**src/rtl/led_display_arbiter_if.sv**
```systemverilog
// Bus between the clock/alarm logic and the display arbiter.
// The master side (clock/alarm logic) drives digit sources and requests;
// the slave side (arbiter) returns handshake pulses and the digit codes
// that feed the LED scan unit.
interface led_display_arbiter_if;
    logic [31:0] time_digits;
    logic        edit_req;
    logic [31:0] edit_digits;
    logic [3:0]  edit_field;
    logic        edit_activity;
    logic        edit_done;
    logic        msg_req;
    logic [31:0] msg_digits;
    logic        msg_ack;
    logic        edit_abort;
    logic [7:0]  led1_out;
    logic [7:0]  led2_out;
    logic [7:0]  led3_out;
    logic [7:0]  led4_out;
    logic [1:0]  mode;

    modport master (
        output time_digits, edit_req, edit_digits, edit_field,
               edit_activity, edit_done, msg_req, msg_digits,
        input  msg_ack, edit_abort, led1_out, led2_out, led3_out,
               led4_out, mode
    );

    modport slave (
        input  time_digits, edit_req, edit_digits, edit_field,
               edit_activity, edit_done, msg_req, msg_digits,
        output msg_ack, edit_abort, led1_out, led2_out, led3_out,
               led4_out, mode
    );
endinterface

```
**src/rtl/led_display_arbiter.sv**
```systemverilog
// led_display_arbiter: chooses what the 4-digit display shows (live time,
// an edit session with a blinking field, or a held message), with message
// hold timing and an edit inactivity timeout.
// Optional build macro LEAD_ZERO_BLANK_EN: blank the leading hour zero
// (digit 1 equal to ZERO_SEG) while showing live time.
module led_display_arbiter #(
    parameter int         TICK_DIV     = 12500000,
    parameter int         MSG_TICKS    = 8,
    parameter int         EDIT_TIMEOUT = 40,
    parameter logic [7:0] ZERO_SEG     = 8'h3F
) (
    input  logic                  clk,
    input  logic                  rst_n,
    led_display_arbiter_if.slave  bus
);

    localparam int TW = (TICK_DIV > 2) ? $clog2(TICK_DIV) : 1;
    localparam int HW = $clog2(MSG_TICKS + 1);
    localparam int IW = $clog2(EDIT_TIMEOUT + 1);

    typedef enum logic [1:0] {
        ST_TIME = 2'b00,
        ST_EDIT = 2'b01,
        ST_MSG  = 2'b10
    } state_t;

    state_t         state_q, state_d;
    state_t         ret_q, ret_d;
    logic [TW-1:0]  tick_cnt_q, tick_cnt_d;
    logic           blink_q, blink_d;
    logic [HW-1:0]  hold_cnt_q, hold_cnt_d;
    logic [IW-1:0]  idle_cnt_q, idle_cnt_d;
    logic [31:0]    msg_q, msg_d;
    logic           ack_q, ack_d;
    logic           abort_q, abort_d;
    logic [1:0]     mode_q;
    logic [7:0]     led_q [4];
    logic [7:0]     led_d [4];

    logic           tick;
    logic           lead_blank_en;
    logic           lead_blank;

    assign tick = (tick_cnt_q == TW'(TICK_DIV - 1));

`ifdef LEAD_ZERO_BLANK_EN
    assign lead_blank_en = 1'b1;
`else
    assign lead_blank_en = 1'b0;
`endif

    assign lead_blank = lead_blank_en && (bus.time_digits[7:0] == ZERO_SEG);

    // Next-state logic: tick generator, mode transitions, hold/idle counters.
    always_comb begin
        state_d    = state_q;
        ret_d      = ret_q;
        hold_cnt_d = hold_cnt_q;
        idle_cnt_d = idle_cnt_q;
        msg_d      = msg_q;
        ack_d      = 1'b0;
        abort_d    = 1'b0;
        tick_cnt_d = tick ? '0 : tick_cnt_q + 1'b1;
        blink_d    = tick ? ~blink_q : blink_q;

        case (state_q)
            ST_TIME: begin
                if (bus.msg_req) begin
                    msg_d      = bus.msg_digits;
                    ack_d      = 1'b1;
                    hold_cnt_d = '0;
                    ret_d      = ST_TIME;
                    state_d    = ST_MSG;
                end else if (bus.edit_req) begin
                    // Start the session with the edited field visible.
                    state_d    = ST_EDIT;
                    idle_cnt_d = '0;
                    tick_cnt_d = '0;
                    blink_d    = 1'b0;
                end
            end

            ST_MSG: begin
                if (bus.msg_req) begin
                    // A new message restarts the hold from zero.
                    msg_d      = bus.msg_digits;
                    ack_d      = 1'b1;
                    hold_cnt_d = '0;
                end else if (tick) begin
                    hold_cnt_d = hold_cnt_q + 1'b1;
                    if (hold_cnt_q == HW'(MSG_TICKS - 1)) begin
                        // Only resume editing if the session is still wanted.
                        if (ret_q == ST_EDIT && bus.edit_req) begin
                            state_d = ST_EDIT;
                        end else begin
                            state_d = ST_TIME;
                        end
                    end
                end
            end

            ST_EDIT: begin
                if (bus.msg_req) begin
                    msg_d      = bus.msg_digits;
                    ack_d      = 1'b1;
                    hold_cnt_d = '0;
                    ret_d      = ST_EDIT;
                    state_d    = ST_MSG;
                end else if (bus.edit_done || !bus.edit_req) begin
                    state_d = ST_TIME;
                end else if (bus.edit_activity) begin
                    // Key press: restart inactivity and show the field solid.
                    idle_cnt_d = '0;
                    tick_cnt_d = '0;
                    blink_d    = 1'b0;
                end else if (tick) begin
                    idle_cnt_d = idle_cnt_q + 1'b1;
                    if (idle_cnt_q == IW'(EDIT_TIMEOUT - 1)) begin
                        abort_d = 1'b1;
                        state_d = ST_TIME;
                    end
                end
            end

            default: begin
                state_d = ST_TIME;
            end
        endcase
    end

    // Per-digit source selection, driven from the next state so the display
    // and mode change on the same edge as the state itself.
    generate
        for (genvar gi = 0; gi < 4; gi++) begin : g_digit
            logic [7:0] time_seg;
            logic [7:0] edit_seg;

            assign time_seg = (gi == 0 && lead_blank) ? 8'h00
                                                      : bus.time_digits[gi*8 +: 8];
            assign edit_seg = (bus.edit_field[gi] && blink_d) ? 8'h00
                                                              : bus.edit_digits[gi*8 +: 8];

            // Select this digit's code for the state that will be active.
            always_comb begin
                led_d[gi] = 8'h00;
                case (state_d)
                    ST_TIME: led_d[gi] = time_seg;
                    ST_EDIT: led_d[gi] = edit_seg;
                    ST_MSG:  led_d[gi] = msg_d[gi*8 +: 8];
                    default: led_d[gi] = 8'h00;
                endcase
            end

            // Registered digit output.
            always_ff @(posedge clk or negedge rst_n) begin
                if (!rst_n) begin
                    led_q[gi] <= 8'h00;
                end else begin
                    led_q[gi] <= led_d[gi];
                end
            end
        end
    endgenerate

    // State, counters and handshake pulse registers.
    always_ff @(posedge clk or negedge rst_n) begin
        if (!rst_n) begin
            state_q    <= ST_TIME;
            ret_q      <= ST_TIME;
            tick_cnt_q <= '0;
            blink_q    <= 1'b0;
            hold_cnt_q <= '0;
            idle_cnt_q <= '0;
            msg_q      <= '0;
            ack_q      <= 1'b0;
            abort_q    <= 1'b0;
            mode_q     <= 2'b00;
        end else begin
            state_q    <= state_d;
            ret_q      <= ret_d;
            tick_cnt_q <= tick_cnt_d;
            blink_q    <= blink_d;
            hold_cnt_q <= hold_cnt_d;
            idle_cnt_q <= idle_cnt_d;
            msg_q      <= msg_d;
            ack_q      <= ack_d;
            abort_q    <= abort_d;
            mode_q     <= state_d;
        end
    end

    assign bus.msg_ack    = ack_q;
    assign bus.edit_abort = abort_q;
    assign bus.mode       = mode_q;
    assign bus.led1_out   = led_q[0];
    assign bus.led2_out   = led_q[1];
    assign bus.led3_out   = led_q[2];
    assign bus.led4_out   = led_q[3];

endmodule
```
**src/flat_wrapper.sv**
```systemverilog
// flat-port wrapper written by rule: the top's interface ports become plain ports
module led_display_arbiter_flat 
#(
    parameter int         TICK_DIV     = 12500000,
    parameter int         MSG_TICKS    = 8,
    parameter int         EDIT_TIMEOUT = 40,
    parameter logic [7:0] ZERO_SEG     = 8'h3F
)
  (clk, rst_n, bus_time_digits, bus_edit_req, bus_edit_digits, bus_edit_field, bus_edit_activity, bus_edit_done, bus_msg_req, bus_msg_digits, bus_msg_ack, bus_edit_abort, bus_led1_out, bus_led2_out, bus_led3_out, bus_led4_out, bus_mode);
  led_display_arbiter_if bus_i ();
  input  logic clk;
  input  logic rst_n;
  input wire logic [$bits(bus_i.time_digits)-1:0] bus_time_digits;
  input wire logic [$bits(bus_i.edit_req)-1:0] bus_edit_req;
  input wire logic [$bits(bus_i.edit_digits)-1:0] bus_edit_digits;
  input wire logic [$bits(bus_i.edit_field)-1:0] bus_edit_field;
  input wire logic [$bits(bus_i.edit_activity)-1:0] bus_edit_activity;
  input wire logic [$bits(bus_i.edit_done)-1:0] bus_edit_done;
  input wire logic [$bits(bus_i.msg_req)-1:0] bus_msg_req;
  input wire logic [$bits(bus_i.msg_digits)-1:0] bus_msg_digits;
  output wire logic [$bits(bus_i.msg_ack)-1:0] bus_msg_ack;
  output wire logic [$bits(bus_i.edit_abort)-1:0] bus_edit_abort;
  output wire logic [$bits(bus_i.led1_out)-1:0] bus_led1_out;
  output wire logic [$bits(bus_i.led2_out)-1:0] bus_led2_out;
  output wire logic [$bits(bus_i.led3_out)-1:0] bus_led3_out;
  output wire logic [$bits(bus_i.led4_out)-1:0] bus_led4_out;
  output wire logic [$bits(bus_i.mode)-1:0] bus_mode;
  assign bus_i.time_digits = bus_time_digits;
  assign bus_i.edit_req = bus_edit_req;
  assign bus_i.edit_digits = bus_edit_digits;
  assign bus_i.edit_field = bus_edit_field;
  assign bus_i.edit_activity = bus_edit_activity;
  assign bus_i.edit_done = bus_edit_done;
  assign bus_i.msg_req = bus_msg_req;
  assign bus_i.msg_digits = bus_msg_digits;
  assign bus_msg_ack = bus_i.msg_ack;
  assign bus_edit_abort = bus_i.edit_abort;
  assign bus_led1_out = bus_i.led1_out;
  assign bus_led2_out = bus_i.led2_out;
  assign bus_led3_out = bus_i.led3_out;
  assign bus_led4_out = bus_i.led4_out;
  assign bus_mode = bus_i.mode;
  led_display_arbiter #(.TICK_DIV(TICK_DIV), .MSG_TICKS(MSG_TICKS), .EDIT_TIMEOUT(EDIT_TIMEOUT), .ZERO_SEG(ZERO_SEG)) u_core (.clk(clk), .rst_n(rst_n), .bus(bus_i));
endmodule
```
**config.mk**
```make
export PLATFORM = sky130hd
export DESIGN_NAME = led_display_arbiter_flat
export DESIGN_NICKNAME = d
export VERILOG_FILES = /design/src/rtl/led_display_arbiter_if.sv /design/src/rtl/led_display_arbiter.sv /design/src/flat_wrapper.sv
export SDC_FILE = /design/constraint.sdc
export NUM_CORES = 1
export LEC_CHECK = 0
export CORE_MARGIN = 2
export CORE_UTILIZATION = 47
export DETAILED_ROUTE_END_ITERATION = 8
export PLACE_DENSITY_LB_ADDON = 0.3
export SLEW_MARGIN = 20
export SYNTH_ARGS = -nofsm -noshare
export SYNTH_HDL_FRONTEND = slang
export SYNTH_SLANG_ARGS = --single-unit
```
**constraint.sdc**
```tcl
create_clock -name clk -period 2.5 [get_ports clk]
set_input_delay 0.25 -clock clk [delete_from_list [all_inputs] [get_ports clk]]
set_output_delay 0.25 -clock clk [all_outputs]
set_load 0.01 [all_outputs]
```
Word-level counts from Yosys, hierarchy flattened
Cells that the tools add are included.

Bits in registers: 105. Word-level logic and storage cells: 108. Input port bits: 106.

Add/subtract/negate cells: 3. Bitwise gates (word level): 1. Equality and inequality tests: 17. Reduce and logical (&&, ||, !) cells: 16. Multiplexer cells: 58.

Operator list (count): 24-bit 2-to-1 mux (6); 8-bit one-hot mux with 3 select lines (4); 32-bit 2-to-1 mux (2); 24-bit one-hot mux with 2 select lines (1); 6-bit 2-to-1 mux (6); 8-bit 2-to-1 mux (4); 24-bit by 1-bit adder with 24-bit output (second input constant) (1); 24-bit equality test (second input constant) (1); 2-bit 2-to-1 mux (12); 1-bit 2-to-1 mux (15); 4-bit 2-to-1 mux (3); 2-bit != test (second input constant) (6); 6-bit one-hot mux with 2 select lines (1); 4-bit one-hot mux with 2 select lines (1); 6-bit by 1-bit adder with 6-bit output (second input constant) (1); 2-bit by 1-bit equality test with 1-bit output (second input constant) (3); 6-bit equality test (second input constant) (1); 3-bit by 2-bit != test with 1-bit output (second input constant) (2); 2-bit one-hot mux with 3 select lines (1); 3-bit AND reduction (2); 6-bit AND reduction (1); 1-bit logical AND (5); 4-bit by 1-bit adder with 4-bit output (second input constant) (1); 2-bit equality test (second input constant) (2); other kinds (11) (13).

Logic depth before layout (Yosys ltp)
Word-level depth: 9. Gate-level depth with buffers: 8. Mapped depth without buffers: 7.

Worst setup path after synthesis
No wires, ideal clock.

Path kind: register to register. From: register u_core.tick_cnt_q[6]. To: register u_core.led_q (netlist bit u_core.bus.led3_out[0]). Data required time: 2374 ps. Setup slack: 211 ps. Buffers on the path: 1. Data arrival time: 2163 ps. Clock period less this slack: 2289 ps. Stages on the path, launching flop included: 8. Cells stage by stage: dfrtp_1 nor4b_2 nand3_1 nor3_4 mux2i_1 buf_2 a31oi_4 a221o_1.

RTL lines: start: declaration (line led_display_arbiter.sv:29) `logic [TW-1:0] tick_cnt_q, tick_cnt_d;`; start signal: assignment (line led_display_arbiter.sv:181) `tick_cnt_q <= tick_cnt_d;`; end signal: indexed assignment (line led_display_arbiter.sv:159) `led_q[gi] <= led_d[gi];`; end: declaration (line led_display_arbiter.sv:37) `logic [7:0] led_q [4];`.

==> results.py <==
metrics = {
    "grt": {
        "grt_pass1_vias": 3769,
        "grt_pass1_wl_mm": 18.60,
        "grt-ovfl-total": 0,
        "grt_usage_pct": 21.73,
        "grt_max_degree": 48,
        "grt_antenna_before_repair": 0,
    },
    "die": {
        "die_y_microns": 104.0,
        "start_util_pct": 48.34,
        "core_sq_um": 9729,
        "num_rows": 36,
        "die_w_microns": 104.0,
        "pin_count": 142,
        "dieArea_sq_um": 10820,
    },
    "cts": {
        "root_buffer": "clkbuf_8",
        "cts_inserted_buffers": 9,
        "htreeDepth": 3,
        "cts_buffer_depth": 2,
        "cts_tree": "built",
        "cts_num_sinks": 104,
        "cts.clk_slew.worst_paths_ns": 0.10,
        "clock_latency_ns": 0.38,
    },
    "critical_path": {
        "end_kind": "register",
        "cp.required_ns": 2.76,
        "crit_arrival_ns": 2.65,
        "start_kind": "register",
        "path_max_fanout": 10,
        "critPathKind": "reg -> reg",
    },
    "logic_synthesis": {
        "synth-edff-count": 0,
        "synthMuxAreaShare_pct": 7.874,
        "synthAdderAreaFrac_pct": 0.7981,
        "synth_top_family_by_area": "simple AND/OR/NAND/NOR gates",
        "synthCells": 401,
        "ys_ff_latch": 104,
        "seq_area_frac_synth_pct": 55.33,
        "netlist_area_sq_um": 4703,
        "syn_nets": 510,
        "synthTopCellsByArea": "dfrtp_1, mux2_2, a221o_1, nor2b_1, xor2_1",
        "yosysMostFrequentCell": "dfrtp_1",
        "ys_async_sr_fraction_pct": 100.0,
        "ys_types": 43,
        "synth_xor_area_share_pct": 5.374,
        "synth-compound-area-share_pct": 12.80,
        "synth_top_cell_by_area": "dfrtp_1",
        "ys_top_cells_by_count": "dfrtp_1, nor2_1, a221o_1, mux2_2, nor2b_1",
        "syn_area_per_cell_sq_um": 11.73,
        "synthFlopType": "dfrtp_1",
        "yosys_warnings": 0,
        "synth_top_area_share_pct": 55.33,
        "synthSimpleGateAreaFrac_pct": 14.82,
    },
    "detailed_routing": {
        "dr_total_vias": 3704,
        "post_drt_wl_per_cell_microns": 16.51,
        "ant_nets": 0,
        "wl_mm": 11.51,
        "drtIter0Drc": 164,
        "drt_pass1_iterations": 4,
        "drc": 0,
        "viasPerCell": 5.314,
    },
    "power": {
        "pwr-share-comb_pct": 38.2,
        "p_int_uw": 3779,
        "seqPwrFrac_pct": 42.4,
        "p_switching_uw": 1727,
        "p_total_uw": 5507,
        "swShare_pct": 31.37,
        "p_leak_uw": 0.002841,
        "p_per_area_nw_per_um2": 821.0,
        "pwr-share-clk_pct": 19.4,
        "ir_drop_uv": 455.5,
    },
    "timing": {
        "relSlewSlack_pct": 64.73,
        "fin_worst_skew_ns": 0.01490,
        "setup_violations": 0,
        "period_minus_slack_ns": 2.393,
        "hold_violations": 0,
        "slew_violations": 0,
        "setup_slack_ns": 0.1070,
        "clock.fmax_mhz": 417.9,
        "fin_crit_sh_pct": 95.72,
        "worstMarginPinSlew_ns": 0.5290,
        "fin_setup_tns_ns": 0,
    },
    "cells_and_area": {
        "final_nets": 668,
        "fin_cells": 697,
        "area_delta_synth_final_pct": 42.62,
        "antenna-diode-count": 0,
        "drive_gt1_share_pct": 15.25,
    },
    "place": {
        "portBuffers": 141,
        "post-place-ws_ns": -0.07249,
        "hpwlAfterDp_mm": 8.403,
        "gp_congestion": 0.7897,
        "post-place-cells": 675,
    },
    "status": {
        "run_status": "finished clean",
    },
    "run": {
        "cap_viol_max_count": 0,
    },
    "min_path": {
        "hp-class": "in -> async",
    },
}
per-layer routing:
layer	global-route usage [%]	up-vias	wire length [microns]
met5	0	-	0
met4	8.494	0	211
met3	7.769	12	958
met2	36.51	124	5838
met1	25.47	1812	4501
li1	-	1756	-
power groups by stage:
stage	combinational [uW]	clock, uW	sequential, uW
final	2110	1070	2330
after detailed placement	2080	0	2360
after CTS	2090	1100	2340
after global routing	2260	1170	2380
after floorplan	831	0	2470
after global placement	2040	0	2350
cells by family (layout without fill, tap and decap cells):
| family | Yosys count | in the layout |
|---|---|---|
| and+or+nand+nor | 133 | 133 |
| muxes | 33 | 33 |
| AOI/OAI and AO/OA | 67 | 67 |
| buffers and inverters | 33 | 196 |
| xor gates and xnor gates | 28 | 28 |
| adders and majority gates | 3 | 3 |
| DFF | 104 | 104 |
worst max-delay path: stages (launching register included):
cell and delay [ns]:
dfrtp_1 0.40, ha_1 0.22, and4_4 0.25, nand2_1 0.11
nor3_4 0.23, buf_6 0.18, xor2_4 0.27, a31oi_2 0.13
buf_4 0.19, a221o_1 0.30
path summary, 6_finish.rpt:
path	start	to	slack [ns]	cells after the start
max	u_core.tick_cnt_q[0]	u_core.bus.led2_out[5]	0.11	9
min	rst_n	u_core.tick_cnt_q[1]	0.38	2
max reg2reg	u_core.tick_cnt_q[0]	u_core.bus.led2_out[5]	0.11	9
min reg2reg	u_core.msg_q[7]	u_core.msg_q[7]	0.50	1
max in group asynchronous	rst_n	u_core.msg_q[24]	1.44	3
min in group clk	bus_time_digits[1]	u_core.bus.led1_out[1]	0.48	2
flip-flops by register name, indices dropped and copies added (netlist names), 2 cells and up:
| name | count |
|---|---|
| u_core.bus.led2_out | 8 |
| u_core.msg_q | 32 |
| u_core.bus.led1_out | 8 |
| u_core.hold_cnt_q | 4 |
| u_core.idle_cnt_q | 6 |
| u_core.tick_cnt_q | 24 |
| u_core.bus.led3_out | 8 |
| u_core.state_q | 2 |
| u_core.bus.led4_out | 8 |
cell type report:
| type | instances | area [sq um] |
|---|---|---|
| fillers | 756 | 3022 |
| flip-flops and latches | 104 | 2603 |
| multi-input cells | 264 | 2012 |
| repair buffers | 166 | 1669 |
| well taps | 133 | 166.4 |
| clock buffers | 10 | 127.6 |
| clock inverters | 6 | 73.82 |
| inverters | 14 | 56.30 |
metrics by stage:
step / hold WS [ns] / utilization, % / area, sq um
6_report: 0.3800 / 68.94 / 6708
5_1_grt: 0.4206 / 68.94 / 6708
4_1_cts: 0.3806 / 68.24 / 6639
3_5_place_dp: 0.2570 / 65.91 / 6412
3_3_place_gp: 0.2496 / 65.91 / 6412
2_1_floorplan: -0.04559 / - / 4703
cell usage in the layout (no fill, tap or decap), types with 10 or more instances in the layout:
cell / Yosys / routed
clkdlybuf4s50_1: 0 / 140
dfrtp_1: 104 / 104
nor2_1: 37 / 37
mux2_2: 32 / 32
a221o_1: 32 / 32
nor2b_1: 26 / 26
nand2_1: 20 / 20
buf_4: 0 / 18
nand3_1: 17 / 17
xor2_1: 17 / 17
inv_1: 13 / 13
xnor2_1: 10 / 10
repair_timing:
item	in CTS	in global routing
setup buffers	0	5
resized for setup	2	6
hold buffers	1	0
endpoints found under the hold margin	35	0
pin swaps	0	1
setup endpoints to repair	14	24
Power figures use the tool's default switching activity.
